<file path="src/rtl/sobel_pkg.sv">
`default_nettype none
// +--------------------------------------------------------------------------+
// | sobel_pkg : frame geometry defaults, feeder state encoding, Sobel kernels |
// | rev 1.0                                                                   |
// +--------------------------------------------------------------------------+
package sobel_pkg;

    localparam int DEF_IMG_W  = 180;
    localparam int DEF_IMG_H  = 180;
    localparam int DEF_ADDR_W = 15;
    localparam int DEF_PIX_W  = 9;
    localparam int RAM_DW     = 8;

    typedef enum logic [2:0] {
        ST_IDLE = 3'd0,
        ST_RD0  = 3'd1,
        ST_RD1  = 3'd2,
        ST_RD2  = 3'd3,
        ST_CAP  = 3'd4,
        ST_OUT  = 3'd5,
        ST_DONE = 3'd6
    } feeder_state_e;

    // Row-major 3x3 kernels; index = row*3 + col, row 0 is the top (r-1) row.
    localparam int KGX [0:8] = '{-1, 0, 1, -2, 0, 2, -1, 0, 1};
    localparam int KGY [0:8] = '{-1, -2, -1, 0, 0, 0, 1, 2, 1};

    function automatic int kernel_gx(input int r, input int c);
        return KGX[r*3 + c];
    endfunction

    function automatic int kernel_gy(input int r, input int c);
        return KGY[r*3 + c];
    endfunction

endpackage
`default_nettype wire

</file>
<file path="src/rtl/sobel_column_feeder_window_addr_gen.sv">
`default_nettype none
// +--------------------------------------------------------------------------+
// | window_addr_gen : row/col/base counters and 3-row RAM address mux         |
// | rev 1.0                                                                   |
// +--------------------------------------------------------------------------+
module window_addr_gen
    import sobel_pkg::*;
#(
    parameter int IMG_W  = DEF_IMG_W,
    parameter int IMG_H  = DEF_IMG_H,
    parameter int ADDR_W = DEF_ADDR_W
) (
    input  logic              clk,
    input  logic              rst,
    input  logic              init_i,
    input  logic              advance_i,
    input  logic [1:0]        phase_i,
    output logic [ADDR_W-1:0] addr_o,
    output logic [7:0]        row_o,
    output logic [7:0]        col_o,
    output logic              last_col_o,
    output logic              last_o
);

    localparam logic [ADDR_W-1:0] ROW_STRIDE  = ADDR_W'(IMG_W);
    localparam logic [ADDR_W-1:0] ROW_STRIDE2 = ADDR_W'(2 * IMG_W);

    logic [7:0]        row_q, row_d;
    logic [7:0]        col_q, col_d;
    logic [ADDR_W-1:0] base_q, base_d;
    logic [ADDR_W-1:0] row_off;

    // base tracks (row-1)*IMG_W incrementally so no multiplier is needed.
    always_comb begin
        row_d  = row_q;
        col_d  = col_q;
        base_d = base_q;
        if (init_i) begin
            row_d  = 8'd1;
            col_d  = '0;
            base_d = '0;
        end else if (advance_i) begin
            if (last_col_o) begin
                col_d  = '0;
                row_d  = row_q + 8'd1;
                base_d = base_q + ROW_STRIDE;
            end else begin
                col_d  = col_q + 8'd1;
            end
        end
    end

    always_ff @(posedge clk) begin
        if (rst) begin
            row_q  <= '0;
            col_q  <= '0;
            base_q <= '0;
        end else begin
            row_q  <= row_d;
            col_q  <= col_d;
            base_q <= base_d;
        end
    end

    always_comb begin
        row_off = '0;
        case (phase_i)
            2'd1:    row_off = ROW_STRIDE;
            2'd2:    row_off = ROW_STRIDE2;
            default: row_off = '0;
        endcase
    end

    assign addr_o     = base_q + row_off + ADDR_W'(col_q);
    assign row_o      = row_q;
    assign col_o      = col_q;
    assign last_col_o = (col_q == 8'(IMG_W - 1));
    assign last_o     = last_col_o && (row_q == 8'(IMG_H - 2));

endmodule
`default_nettype wire

</file>
<file path="src/rtl/sobel_column_feeder.sv">
`default_nettype none
// +--------------------------------------------------------------------------+
// | sobel_column_feeder : reads 3 vertically adjacent pixels per column and   |
// | presents them under valid/ready, centre rows 1..IMG_H-2.  rev 1.0         |
// +--------------------------------------------------------------------------+
module sobel_column_feeder
    import sobel_pkg::*;
#(
    parameter int IMG_W  = DEF_IMG_W,
    parameter int IMG_H  = DEF_IMG_H,
    parameter int ADDR_W = DEF_ADDR_W,
    parameter int PIX_W  = DEF_PIX_W
) (
    input  logic              clk,
    input  logic              rst,
    input  logic              start,
    output logic              busy,
    output logic              done,
    output logic              mem_rd_en,
    output logic [ADDR_W-1:0] mem_addr,
    input  logic [RAM_DW-1:0] mem_rdata,
    output logic              out_valid,
    input  logic              out_ready,
    output logic [PIX_W-1:0]  D1,
    output logic [PIX_W-1:0]  D2,
    output logic [PIX_W-1:0]  D3,
    output logic [7:0]        col,
    output logic [7:0]        row,
    output logic              last_col
);

    feeder_state_e     state_q, state_d;
    logic              gen_init, gen_advance;
    logic [1:0]        gen_phase;
    logic [ADDR_W-1:0] gen_addr;
    logic              gen_last_col, gen_last;
    logic [ADDR_W-1:0] addr_hold_q;
    logic [PIX_W-1:0]  d1_q, d2_q, d3_q;

    window_addr_gen #(
        .IMG_W  (IMG_W),
        .IMG_H  (IMG_H),
        .ADDR_W (ADDR_W)
    ) u_addr_gen (
        .clk        (clk),
        .rst        (rst),
        .init_i     (gen_init),
        .advance_i  (gen_advance),
        .phase_i    (gen_phase),
        .addr_o     (gen_addr),
        .row_o      (row),
        .col_o      (col),
        .last_col_o (gen_last_col),
        .last_o     (gen_last)
    );

    always_ff @(posedge clk) begin
        if (rst) begin
            state_q <= ST_IDLE;
        end else begin
            state_q <= state_d;
        end
    end

    always_comb begin
        state_d     = state_q;
        gen_init    = 1'b0;
        gen_advance = 1'b0;
        gen_phase   = 2'd2;
        mem_rd_en   = 1'b0;
        out_valid   = 1'b0;
        done        = 1'b0;
        case (state_q)
            ST_IDLE: begin
                if (start) begin
                    gen_init = 1'b1;
                    state_d  = ST_RD0;
                end
            end
            ST_RD0: begin
                mem_rd_en = 1'b1;
                gen_phase = 2'd0;
                state_d   = ST_RD1;
            end
            ST_RD1: begin
                mem_rd_en = 1'b1;
                gen_phase = 2'd1;
                state_d   = ST_RD2;
            end
            ST_RD2: begin
                mem_rd_en = 1'b1;
                gen_phase = 2'd2;
                state_d   = ST_CAP;
            end
            ST_CAP: begin
                state_d = ST_OUT;
            end
            ST_OUT: begin
                out_valid = 1'b1;
                if (out_ready) begin
                    if (gen_last) begin
                        state_d = ST_DONE;
                    end else begin
                        gen_advance = 1'b1;
                        state_d     = ST_RD0;
                    end
                end
            end
            ST_DONE: begin
                done    = 1'b1;
                state_d = ST_IDLE;
            end
            default: begin
                state_d = ST_IDLE;
            end
        endcase
    end

    // RAM data lags the strobe by one cycle, so each capture state takes the
    // word requested by the state before it.
    always_ff @(posedge clk) begin
        if (rst) begin
            d1_q <= '0;
            d2_q <= '0;
            d3_q <= '0;
        end else begin
            case (state_q)
                ST_RD1:  d1_q <= PIX_W'(mem_rdata);
                ST_RD2:  d2_q <= PIX_W'(mem_rdata);
                ST_CAP:  d3_q <= PIX_W'(mem_rdata);
                default: ;
            endcase
        end
    end

    always_ff @(posedge clk) begin
        if (rst) begin
            addr_hold_q <= '0;
        end else if (mem_rd_en) begin
            addr_hold_q <= gen_addr;
        end
    end

    assign mem_addr = mem_rd_en ? gen_addr : addr_hold_q;
    assign busy     = (state_q != ST_IDLE);
    assign last_col = out_valid && gen_last_col;
    assign D1       = d1_q;
    assign D2       = d2_q;
    assign D3       = d3_q;

endmodule
`default_nettype wire

</file>
<file path="config.mk">
export PLATFORM = sky130hd
export DESIGN_NAME = sobel_column_feeder
export DESIGN_NICKNAME = d
export VERILOG_FILES = /design/src/rtl/sobel_pkg.sv /design/src/rtl/sobel_column_feeder_window_addr_gen.sv /design/src/rtl/sobel_column_feeder.sv
export SDC_FILE = /design/constraint.sdc
export NUM_CORES = 1
export LEC_CHECK = 0
export BUFFER_PORTS_ARGS = -buffer_cell sky130_fd_sc_hd__buf_2
export CORE_ASPECT_RATIO = 1.1
export CORE_MARGIN = 1.5
export CORE_UTILIZATION = 55
export DETAILED_ROUTE_END_ITERATION = 8
export GPL_ROUTABILITY_DRIVEN = 1
export PLACE_DENSITY = 0.8
export SYNTH_ARGS = -nofsm -noshare
export SYNTH_HDL_FRONTEND = slang
export SYNTH_SLANG_ARGS = --single-unit
</file>
<file path="constraint.sdc">
create_clock -name clk -period 4.2 [get_ports clk]
set_input_delay 0.84 -clock clk [delete_from_list [all_inputs] [get_ports clk]]
set_output_delay 0.84 -clock clk [all_outputs]
set_load 0.02 [all_outputs]
</file>
==> results_dict.tcl <==
set metrics [dict create \
    outcome "finished, final reports clean" \
    setup_ws_ps 157 \
    root_buffer "clkbuf_8" \
    grt_usage 0.243 \
    detail_route.wl_per_cell_um 13.9 \
    setup_viol 0 \
    syn_inst 433 \
    synth_edf_count 0 \
    syn_avg_cell_area_um2 8.32 \
    clock-sinks 71 \
    grt_pass1_wl_um 13300 \
    grt-ovfl-total 0 \
    power_density_nw_per_um2 340 \
    h-tree-depth 3 \
    min_period_ps 4040 \
    worst_pin_slew_ps 953 \
    gp_congestion 0.788 \
    antenna_cells 0 \
    drc 0 \
    final_nets 534 \
    cp.required_ps 3360 \
    synth_area_leaders "dfxtp_1 (39%), nand2_1 (6.4%), nor2_1 (5.9%)" \
    finClkSkew_ps 11.1 \
    ys_warn_count 0 \
    dieWidth_um 80.2 \
    ir_drop_mv 0.268 \
    seq_area_frac_synth 0.394 \
    cts.clk_slew.worst_paths_ps 80 \
    max_freq_mhz 247 \
    start_util 0.575 \
    grt_max_degree 40 \
    setup_tns_ps 0 \
    drive_gt1_frac 0.234 \
    path_max_fanout 6 \
    core.rowCount 30 \
    hold_viol_final 0 \
    drt_first_pass_iters 4 \
    cts.path.max_buffers 2 \
    grt_pass1_vias 2952 \
    drt_iter0_markers 133 \
    worstSkewPairLatency_ps 360 \
    post-place-ws_ps 258 \
    antenna_found_initial 0 \
    synth.distinct_cells 53 \
    max_cap_violations 0 \
    cts_hold_buf 0 \
    die_y_um 87.9 \
    crit_type "flip-flop to primary output" \
    synth_ff_type "dfxtp_1" \
    fin_crit_sh 0.963 \
    drv_slew 0 \
    dieArea_um2 7050 \
    final_cell_mix "buf_2 (71), dfxtp_1 (67), nand2_1 (61)" \
    p_leak_uw 0.00185 \
    totalWireLength_um 8220 \
    yosysTopAreaCell "dfxtp_1" \
    cts_tree "yes" \
    end_kind "primary output" \
    async_flop_share 0 \
    hpwlAfterDp_um 5850 \
    mostFrequentLayoutCell "buf_2" \
    synth-seq-cells 71 \
    via_count 3233 \
    ant_nets 0 \
    core_um2 6270 \
    io_pins 75 \
    hp-class "flip-flop to flip-flop" \
    cts-buffers-inserted 9 \
    syn2layout_area_growth_pct 18.0 \
    synthDominantCellAreaShare 0.394 \
    vias_per_cell 5.49 \
    portBuffers 71 \
    slew_headroom 0.360 \
    cp-start-kind "flip-flop" \
    crit_arrival_ps 3200 \
    syn_area_um2 3600 \
]
## metal layers
metal / up-vias / part of all wire / GRT usage
met5: - / 0 / 0
li1: 1615 / - / -
met2: 81 / 0.49 / 0.401
met3: 18 / 0.052 / 0.0615
met1: 1519 / 0.43 / 0.291
met4: 0 / 0.024 / 0.130
## flip-flops by register name, summed over array words and instances, names as in the netlist
name and flops:
addr_hold_q 15, u_addr_gen.base_q 13, D1 8, u_addr_gen.row_o 8, u_addr_gen.col_o 8, state_q 3, D3 8, D2 8
## area by class of cell
| cell class | count | area, um^2 |
|---|---|---|
| Multi-Input combinational cell | 323 | 2060 |
| Sequential cell | 71 | 1430 |
| Clock inverter | 7 | 48.8 |
| Clock buffer | 9 | 124 |
| Tap cell | 80 | 100 |
| Timing Repair Buffer | 79 | 419 |
| Inverter | 20 | 75.1 |
| Fill cell | 490 | 2010 |
## where the power goes
group | leakage (uW) | internal [uW] | switching, uW
clock network | 0.0000894 | 215 | 279
logic | 0.00119 | 86.0 | 159
registers | 0.000577 | 695 | 12.6
total | 0.00185 | 996 | 450
## cell usage after synthesis (all sizes together), types with 6 or more instances
master and instances:
dfxtp 71, nand2 61, nor2 59, a21oi 34, xnor2 23, inv 18
o21ai 15, clkbuf 13, ha 13, mux2i 12, nor3 10, buf 8
nand3 8, a211oi 7, a21o 6, and2 6, or3 6
## critical path, cell delays in order, from the launching register on
cell,delay (ps)
dfxtp_4,370
nand2b_4,180
nor2_4,120
inv_2,50
fa_1,350
inv_1,60
ha_2,190
inv_1,70
fa_2,390
nand2b_4,160
a21o_1,190
a211oi_2,240
mux2i_1,260
nor2_1,70
buf_2,160
## logic make-up (layout without fill, tap and decap cells)
family / count (synthesis) / count (layout) / share of synthesized area
simple gates: 182 / 182 / 0.243
other cells: 1 / 3 / 0.00104
buf+inv: 41 / 115 / 0.0517
xor+xnor: 27 / 27 / 0.0656
flops: 71 / 71 / 0.394
compound gates: 81 / 81 / 0.138
fa+ha+maj: 18 / 18 / 0.0729
mux: 12 / 12 / 0.0333
## metrics by stage
stage               hold WS (ps)   util  std cells  cell area (um^2)  power (uW)
floorplan                    444      -        435              3610         885
global placement             439  0.636        569              3990         948
detailed placement           448  0.636        569              3990         952
CTS                          460  0.665        585              4170        1440
global route                 479  0.679        589              4250        1510
finish                       459  0.679        589              4250        1450
## path summary, 6_finish.rpt
| kind | startpoint | to | slack (ps) | cells past startpoint |
|---|---|---|---|---|
| min | D1[5] | D1[5] | 460 | 2 |
| max reg2reg | state_q[0] | addr_hold_q[13] | 1360 | 13 |
| min reg2reg | D1[5] | D1[5] | 460 | 2 |
| max | state_q[0] | mem_addr[13] | 160 | 14 |
## what timing repair did
item | 4_1_cts | 5_1_grt
setup endpoints to repair | 4 | 5
resized for setup | 4 | 16
pin swaps | 0 | 4
buffers inserted | 0 | 4
(Power assumes the default switching activity.)
